**config.mk**
```make
export PLATFORM = sky130hd
export DESIGN_NAME = line_mem_arbiter
export DESIGN_NICKNAME = d
export VERILOG_FILES = /design/src/rtl/line_mem_pkg.sv /design/src/rtl/rr_arbiter.sv /design/src/rtl/line_mem_arbiter.sv
export SDC_FILE = /design/constraint.sdc
export NUM_CORES = 1
export LEC_CHECK = 0
export ABC_CLOCK_PERIOD_IN_PS = 2180
export CORE_MARGIN = 10
export CORE_UTILIZATION = 28
export CTS_CLUSTER_DIAMETER = 80
export CTS_CLUSTER_SIZE = 14
export DETAILED_ROUTE_END_ITERATION = 7
export HOLD_SLACK_MARGIN = 0.06
export REMOVE_ABC_BUFFERS = 1
export SLEW_MARGIN = 5
export SYNTH_ARGS = -nofsm -noshare
export SYNTH_HDL_FRONTEND = slang
export SYNTH_HIERARCHICAL = 1
export SYNTH_SLANG_ARGS = --single-unit
```
**constraint.sdc**
```tcl
create_clock -name clk -period 2.18 [get_ports clk]
set_input_delay 0.218 -clock clk [delete_from_list [all_inputs] [get_ports clk]]
set_output_delay 0.218 -clock clk [all_outputs]
set_load 0.05 [all_outputs]
```
**src/rtl/line_mem_pkg.sv**
```systemverilog
// line_mem_pkg: shared widths and request/data types for the line memory arbiter
package line_mem_pkg;
  localparam int LM_DW = 8;
  localparam int LM_DEPTH = 4;
  localparam int LM_AW = 2;
  typedef struct packed {
    logic we;
    logic [LM_AW-1:0] addr;
    logic [LM_DW-1:0] wdata;
  } lm_req_t;
  typedef logic [LM_DW-1:0] lm_data_t;
endpackage

```
**src/rtl/rr_arbiter.sv**
```systemverilog
// rr_arbiter: round-robin grant among valid requesters, pointer moves only on advance
module rr_arbiter #(
  parameter int N = 2,
  localparam int IW = $clog2(N)
) (
  input  logic          clk,
  input  logic          rst,
  input  logic [N-1:0]  req,
  input  logic          advance,
  output logic [N-1:0]  grant,
  output logic [IW-1:0] grant_idx
);
  logic [IW-1:0] ptr_q, ptr_d;
  always_comb begin
    grant_idx = '0;
    for (int k = N; k > 0; k--)
      if (req[(int'(ptr_q) + k) % N]) grant_idx = IW'((int'(ptr_q) + k) % N);
    grant = (|req) ? N'(1) << grant_idx : '0;
    ptr_d = advance ? grant_idx : ptr_q;
  end
  always_ff @(posedge clk)
    ptr_q <= rst ? IW'(N - 1) : ptr_d;
endmodule

```
**src/rtl/line_mem_arbiter.sv**
```systemverilog
// line_mem_arbiter: round-robin shared access to a small line memory with a single response slot
module line_mem_arbiter
  import line_mem_pkg::*;
#(
  parameter int NREQ = 2,
  parameter int DEPTH = LM_DEPTH,
  parameter int DW = LM_DW,
  localparam int AW = $clog2(DEPTH),
  localparam int IW = $clog2(NREQ)
) (
  input  logic                 clk,
  input  logic                 rst,
  input  logic [NREQ-1:0]      req_valid,
  output logic [NREQ-1:0]      req_ready,
  input  logic [NREQ-1:0]      req_we,
  input  logic [NREQ*AW-1:0]   req_addr,
  input  logic [NREQ*DW-1:0]   req_wdata,
  output logic [NREQ-1:0]      rsp_valid,
  input  logic [NREQ-1:0]      rsp_ready,
  output logic [DW-1:0]        rsp_rdata
);
  if (NREQ < 2 || DEPTH != (1 << AW)) begin : g_bad
    $fatal(1, "line_mem_arbiter: NREQ must be >= 2 and DEPTH a power of two");
  end
  logic [DW-1:0]   mem_q [DEPTH];
  logic [NREQ-1:0] grant, rsp_valid_q, rsp_valid_d;
  logic [IW-1:0]   gi;
  logic [DW-1:0]   rsp_rdata_q, rsp_rdata_d, sel_wdata;
  logic [AW-1:0]   sel_addr;
  logic            sel_we, slot_free, accept;
  rr_arbiter #(.N(NREQ)) u_arb (
    .clk       (clk),
    .rst       (rst),
    .req       (req_valid),
    .advance   (accept),
    .grant     (grant),
    .grant_idx (gi)
  );
  always_comb begin
    slot_free = !(|rsp_valid_q) || |(rsp_valid_q & rsp_ready);
    req_ready = (slot_free && !rst) ? grant : '0;
    accept = |req_ready;
    sel_we = req_we[gi];
    sel_addr = req_addr[gi*AW +: AW];
    sel_wdata = req_wdata[gi*DW +: DW];
    rsp_valid_d = accept ? req_ready : (slot_free ? '0 : rsp_valid_q);
    rsp_rdata_d = accept ? (sel_we ? sel_wdata : mem_q[sel_addr]) : rsp_rdata_q;
  end
  always_ff @(posedge clk) begin
    if (rst) begin
      rsp_valid_q <= '0;
      rsp_rdata_q <= '0;
      mem_q <= '{default: '0};
    end else begin
      rsp_valid_q <= rsp_valid_d;
      rsp_rdata_q <= rsp_rdata_d;
      if (accept && sel_we) mem_q[sel_addr] <= sel_wdata;
    end
  end
  assign rsp_valid = rsp_valid_q;
  assign rsp_rdata = rsp_rdata_q;
endmodule
```
; ---- After elaboration in Yosys (flattened, before gate mapping)
; Cells that the tools add are included.
[word_totals]
in_bits = 28
reg_bits = 43
out_inout_bits = 12
[op_classes]
n_shift = 3
reduce_logical = 11
n_addsub = 2
magnitude_cmp = 5
muxes = 21
n_bitwise = 4
[op_table]
columns = operator, n
row1 = 32-bit bitwise mux, 1
row2 = 8-bit two-way mux, 4
row3 = 8-bit binary-select mux with 2-bit select, 1
row4 = 8-bit demux with 2-bit select, 1
row5 = 16-bit by 5-bit variable part select with 8-bit output, 1
row6 = 1-bit two-way mux, 10
row7 = 2-bit two-way mux, 4
row8 = 2-bit OR reduction, 4
row9 = 2-bit by 3-bit < comparator with 1-bit output (second input constant), 2
row10 = 4-bit by 3-bit variable part select with 2-bit output, 1
row11 = 3-bit greater-or-equal comparator (second input constant), 1
row12 = 1-bit logical AND, 3
row13 = 3-bit by 1-bit < comparator with 1-bit output (second input constant), 1
row14 = 2-bit inverter with 3-bit output, 1
row15 = 1-bit adder (second input constant), 2
row16 = 1-bit AND (first input constant), 2
row17 = 2-bit AND, 1
row18 = 1-bit zero test, 2
row19 = 1-bit by 2-bit < comparator with 1-bit output (second input constant), 1
row20 = 2-bit nonzero test, 1
row21 = 1-bit by 1-bit << shifter with 2-bit output (first input constant), 1
row22 = 1-bit logical OR, 1

; ---- Depth between registers and ports, before layout
[logic_depth]
word_depth = 14
ltp_mapped = 8

; ---- Cells and area by module
; Netlist, hierarchy kept.
[by_module_without_submodules]
columns = module, n_inst, area_per_inst_um2, cells_per_inst
row1 = line_mem_arbiter, 1, 2219.6, 219
row2 = rr_arbiter, 1, 65.1, 7

; ---- Worst setup path after synthesis
; No wires, ideal clock.
[synth_timing]
path_kind = reg-to-reg
start = register rsp_valid_q[1], in the netlist rsp_valid[1]
end = register u_arb.ptr_q
stages_incl_launch_ff = 7
synth_period_minus_slack_ps = 1992
required_time_ps = 2060
arrival_ps = 1873
setup_slack_ps = 188
path_cell_list = dfxtp_1 nand2_1 a311oi_4 buf_4 buf_6 nor2b_1 a211o_1
[synth_via]
elab_chain_cells = 6
[synth_rtl]
columns = element, line
row1 = from (decl), line_mem_arbiter.sv:26  ; logic [NREQ-1:0] grant, rsp_valid_q, rsp_valid_d;
row2 = from (signal assigned), line_mem_arbiter.sv:55  ; rsp_valid_q <= rsp_valid_d;
row3 = 2-bit AND / 2-bit OR reduction (equally long branches), line_mem_arbiter.sv:40  ; slot_free = !(|rsp_valid_q) || |(rsp_valid_q & rsp_ready);
row4 = 2-bit OR reduction / 1-bit zero test (equally long branches), line_mem_arbiter.sv:40
row5 = 1-bit logical OR (*), line_mem_arbiter.sv:40
row6 = 1-bit logical AND (*), line_mem_arbiter.sv:41  ; req_ready = (slot_free && !rst) ? grant : '0;
row7 = 2-bit two-way mux (*), line_mem_arbiter.sv:41
row8 = 2-bit OR reduction (*), line_mem_arbiter.sv:42  ; accept = |req_ready;
row9 = named net accept, line_mem_arbiter.sv:30  ; logic sel_we, slot_free, accept;
row10 = to (signal assigned), rr_arbiter.sv:22  ; ptr_q <= rst ? IW'(N - 1) : ptr_d;
row11 = to (decl), rr_arbiter.sv:13  ; logic [IW-1:0] ptr_q, ptr_d;
; The timed path passes the listed nets; every way through them passes the cells marked *.
; A chain may end at the register's enable or synchronous reset.

; ---- Worst setup path after layout
[layout_timing]
start = input req_valid[1]
end = register rsp_rdata_q[7], in the netlist rsp_rdata[7]
[layout_via]
elab_chain_cells = 11
[layout_rtl]
columns = element, line
row1 = from (decl), line_mem_arbiter.sv:13  ; input logic [NREQ-1:0] req_valid,
row2 = 1-bit two-way mux (implied by the code) (3 in a row), rr_arbiter.sv:17  ; if (req[(int'(ptr_q) + k) % N]) grant_idx = IW'((int'(ptr_q) + k) % N);
row3 = 1-bit two-way mux, rr_arbiter.sv:17
row4 = 1-bit two-way mux (*), rr_arbiter.sv:17
row5 = named net gi, line_mem_arbiter.sv:27  ; logic [IW-1:0] gi;
row6 = 4-bit by 3-bit variable part select with 2-bit output, line_mem_arbiter.sv:44  ; sel_addr = req_addr[gi*AW +: AW];
row7 = 2-bit inverter with 3-bit output (implied by the code), line_mem_arbiter.sv:47  ; rsp_rdata_d = accept ? (sel_we ? sel_wdata : mem_q[sel_addr]) : rsp_rdata_q;
row8 = 8-bit binary-select mux with 2-bit select, line_mem_arbiter.sv:47
row9 = 8-bit two-way mux (implied by the code) (2 in a row), line_mem_arbiter.sv:47
row10 = 8-bit two-way mux, line_mem_arbiter.sv:47
row11 = to (signal assigned), line_mem_arbiter.sv:56  ; rsp_rdata_q <= rsp_rdata_d;
row12 = to (decl), line_mem_arbiter.sv:28  ; logic [DW-1:0] rsp_rdata_q, rsp_rdata_d, sel_wdata;
; The timed path passes the listed nets; every way through them passes the cells marked *. The select of a mux whose other input is x is not followed.

==> run summary <==
The flow ran to the end, and the final reports show no timing, DRC or antenna violations. Largest fanout on the critical path: 18. For this run, the number of Yosys warnings is 6. The tools report the count of different cell masters after synthesis as 33.

The wire length of the first global-routing pass was 10.89 mm. STA classifies the critical path endpoint as a flip-flop. The number of cells on the worst reg-to-reg path came out at 6. The finished cells cover 3043 um2. The clock tree synthesis step divided the H-tree into 2 levels. Across every metal layer, demand over resource in global routing totals 11.27%. The critical path goes through clkdlybuf4s50_1 -> a21boi_4 -> mux2i_4 -> buf_12 -> mux2_2 -> a221oi_1 -> a211oi_1. In this run the standard cell core region covers 7848 um2. After the last flow step, the layout net total stands at 311. Summing all placed instances gives a cell area of 2942 um2.

The tools report the highest ir drop seen on vdd as 0.2180 mV. The largest individual stage delay along the critical path comes from the cell clkdlybuf4s50_1. The final period demand of the worst path is 2080 ps. In this run, synthesis produced a sequential element count of 43. The worst hold path terminates at rsp_rdata[6]. The sequential-to-total area share from yosys stat came out at 37.68%. Setup repair after global routing left no endpoint under its margin. The average wire per cell in the routed design was 17.55 um.

The launch instance of the worst register-to-register path is u_arb/ptr_q. The proportion of layout cells with a drive suffix above 1 came out at 25.35%. CTS saw 43 sinks. The logs give 29.11% for the initial core utilization and 4 for the number of optimization iterations in the first detailed-route pass. After floorplanning, the core was divided into 32 placement rows. The die is 110.3 um wide.

The die is 110.3 um tall. The number of vias in the routed layout is 2047. After detailed routing, the number of remaining DRC violations is 0. In the layout the commonest cells are 43 x dfxtp_1, 36 x clkdlybuf4s50_1, 33 x a31oi_1. The clock network latency to the later pin of the worst-skew pair was 300 ps. Data arrives at the worst endpoint at 2230 ps. The initial antenna violation count was 0; the post-synthesis instance total was 226. The tools report the sum of negative setup slack as 0 ps. After global routing the overflow that remains totals 0. The netlist area before placement came out at 2285 um2.

The cell at the root of the clock tree is clkbuf_8. Worst hold-check slack: 460.9 ps. Clock-pin slew was measured on the worst setup and hold paths at 80 ps.

The worst register-to-register path ends at rsp_rdata[7]. The power per cell area is 626.7 nW/um2, and the largest stage delay on the critical path is 500 ps. The run gives 0 as the number of hold-repair buffers added at the cts stage. The wire-length estimate of the detail-placed layout is 4.749 mm. The area growth from synthesis to layout is 33.19%.

The startpoint of the tightest hold check path was rst. The classification of the worst setup path was in -> reg. The number of hold-slack violations in the final timing report was 0. For the worst slew margin relative to its limit, the log shows 64.46%. The slew at the pin with the worst max-slew slack came out at 533.1 ps. During placement, the flow inserted port buffers numbering 39. Entering global routing, the biggest net connects 45 pins. The number of DRC markers after the initial detailed-route iteration was 112; the diode insertion count for antenna repair was 0.

The count of cells along the worst hold path was 4. The mean number of vias per cell is 5.303, and the register-to-register path setup slack is 210 ps. The mean area per synthesized cell was 10.11 um2; the final count of negative-setup-slack endpoints was 0. The number of max-cap violations is 0, and the utilization after layout is 38.78%. No sink is reached through more buffers than the 2 on the longest clock path.

The most frequent standard cell in the layout excluding fill and tap cells is dfxtp_1. The type of element launching the critical path is an input port. Worst min-delay path class: in -> reg. Total leakage power: 0.001087 uW.

For the remaining number of nets flagged by the antenna check after routing, the log shows 0. Critical path launch point: req_valid[1]. The die covers 12170 um2. Number of buffers created by CTS: 5.

The setup fix buffers added after clock tree synthesis is 0. For the worst setup path, the data required time is 2330 ps. Final count of pins violating max slew: 0. The tools report the maximum clock rate as 0.4808 GHz.

TritonCTS built the clock tree. Summed over all layers, the routed wires come to 6.775 mm. 40 I/O pins were placed. The via count of the first global-routing pass was 2106; the power after layout was 1907 uW.

The congestion estimate from routability-driven global placement came to 0.8119. The worst path uses 95.41% of the clock period. The clock arrives with 13.61 ps of skew.
-- worst max-delay path: cells and delay by family --
kind / cells / cell delay, ps
AOI/OAI and AO/OA: 3 / 700
muxes: 2 / 620
buffers and inverters: 2 / 690
-- worst max path at each step --
stage / endpoint / slack, ps / cells past startpoint
floorplan: mem_q[24] / -700 / 4
global placement: rsp_rdata[7] / -210 / 7
detailed placement: mem_q[26] / -270 / 7
CTS: mem_q[26] / 30 / 7
global route: mem_q[19] / 10 / 7
finish: rsp_rdata[7] / 100 / 7
-- logic make-up after synthesis --
family                 count (synthesis)  share of synthesized area (%)
AO/OA/AOI/OAI                         93                          34.17
flip-flops                            43                          37.68
AND/OR/NAND/NOR                       35                          7.174
multiplexers                          29                          14.51
buffers and inverters                 26                          6.462
-- sequential cells by signal (all words and copies together), names as in the netlist --
register / cells
rsp_rdata: 8
rsp_valid: 2
mem_q: 32
u_arb/ptr_q: 1
-- routing by layer --
layer  global-route usage, %  part of all wire [%]
met5                       0                     0
met4                   3.486                   1.2
met3                   3.308                   4.9
met2                   18.90                    49
met1                   13.56                    45
-- cell type report --
cell class / count / area [um2]
tap: 102 / 127.6
timing repair buffer: 71 / 665.6
clock inverter: 3 / 15.01
clock buffer: 5 / 68.82
inverter: 5 / 18.77
multi-input combinational: 157 / 1286
sequential: 43 / 860.8
fill: 803 / 4805
-- through the flow --
stage	setup WS, ps	cells
6_report	100.1	386
5_1_grt	11.54	386
4_1_cts	32.36	386
3_5_place_dp	-270.5	378
3_3_place_gp	-209.2	378
2_1_floorplan	-696.4	205
-- power by group --
group / switching (uW) / leakage (uW) / total [uW] / internal [uW]
logic: 317 / 0.000690 / 558 / 242
registers: 22.0 / 0.000349 / 845 / 823
clock network: 284 / 0.0000477 / 504 / 220
-- Yosys cell counts --
cell type	instances	share of area (%)
a211oi_2	9	4.9
inv_1	5	0.82
mux2_4	2	1.3
a21boi_2	1	0.49
and2_1	3	0.82
nand2b_1	2	0.55
buf_6	5	2.5
or2_1	1	0.27
and3_1	4	1.1
o32ai_2	2	1.4
nor2b_1	1	0.27
nand2_1	3	0.49
a311oi_4	1	1.2
mux2i_4	1	0.99
mux2_2	8	3.9
dfxtp_1	43	38
a21boi_0	2	0.66
o31ai_2	1	0.55
nor3_1	1	0.22
buf_2	7	1.5
a211oi_1	31	10
a211o_1	1	0.38
a221oi_2	1	0.66
mux2_1	7	3.5
buf_4	1	0.33
a31oi_1	33	9.0
a221oi_1	8	3.1
clkbuf_1	8	1.3
nor2_1	19	3.1
nand3b_1	1	0.33
o32ai_4	1	1.2
a21oi_1	2	0.44
mux2i_1	11	4.8
-- timing repair --
action,4_1_cts,5_1_grt
endpoints found under the setup margin,0,20
endpoints found under the hold margin,0,0
gates resized for setup,0,5
Note: power is estimated with default switching activity, not from simulation.
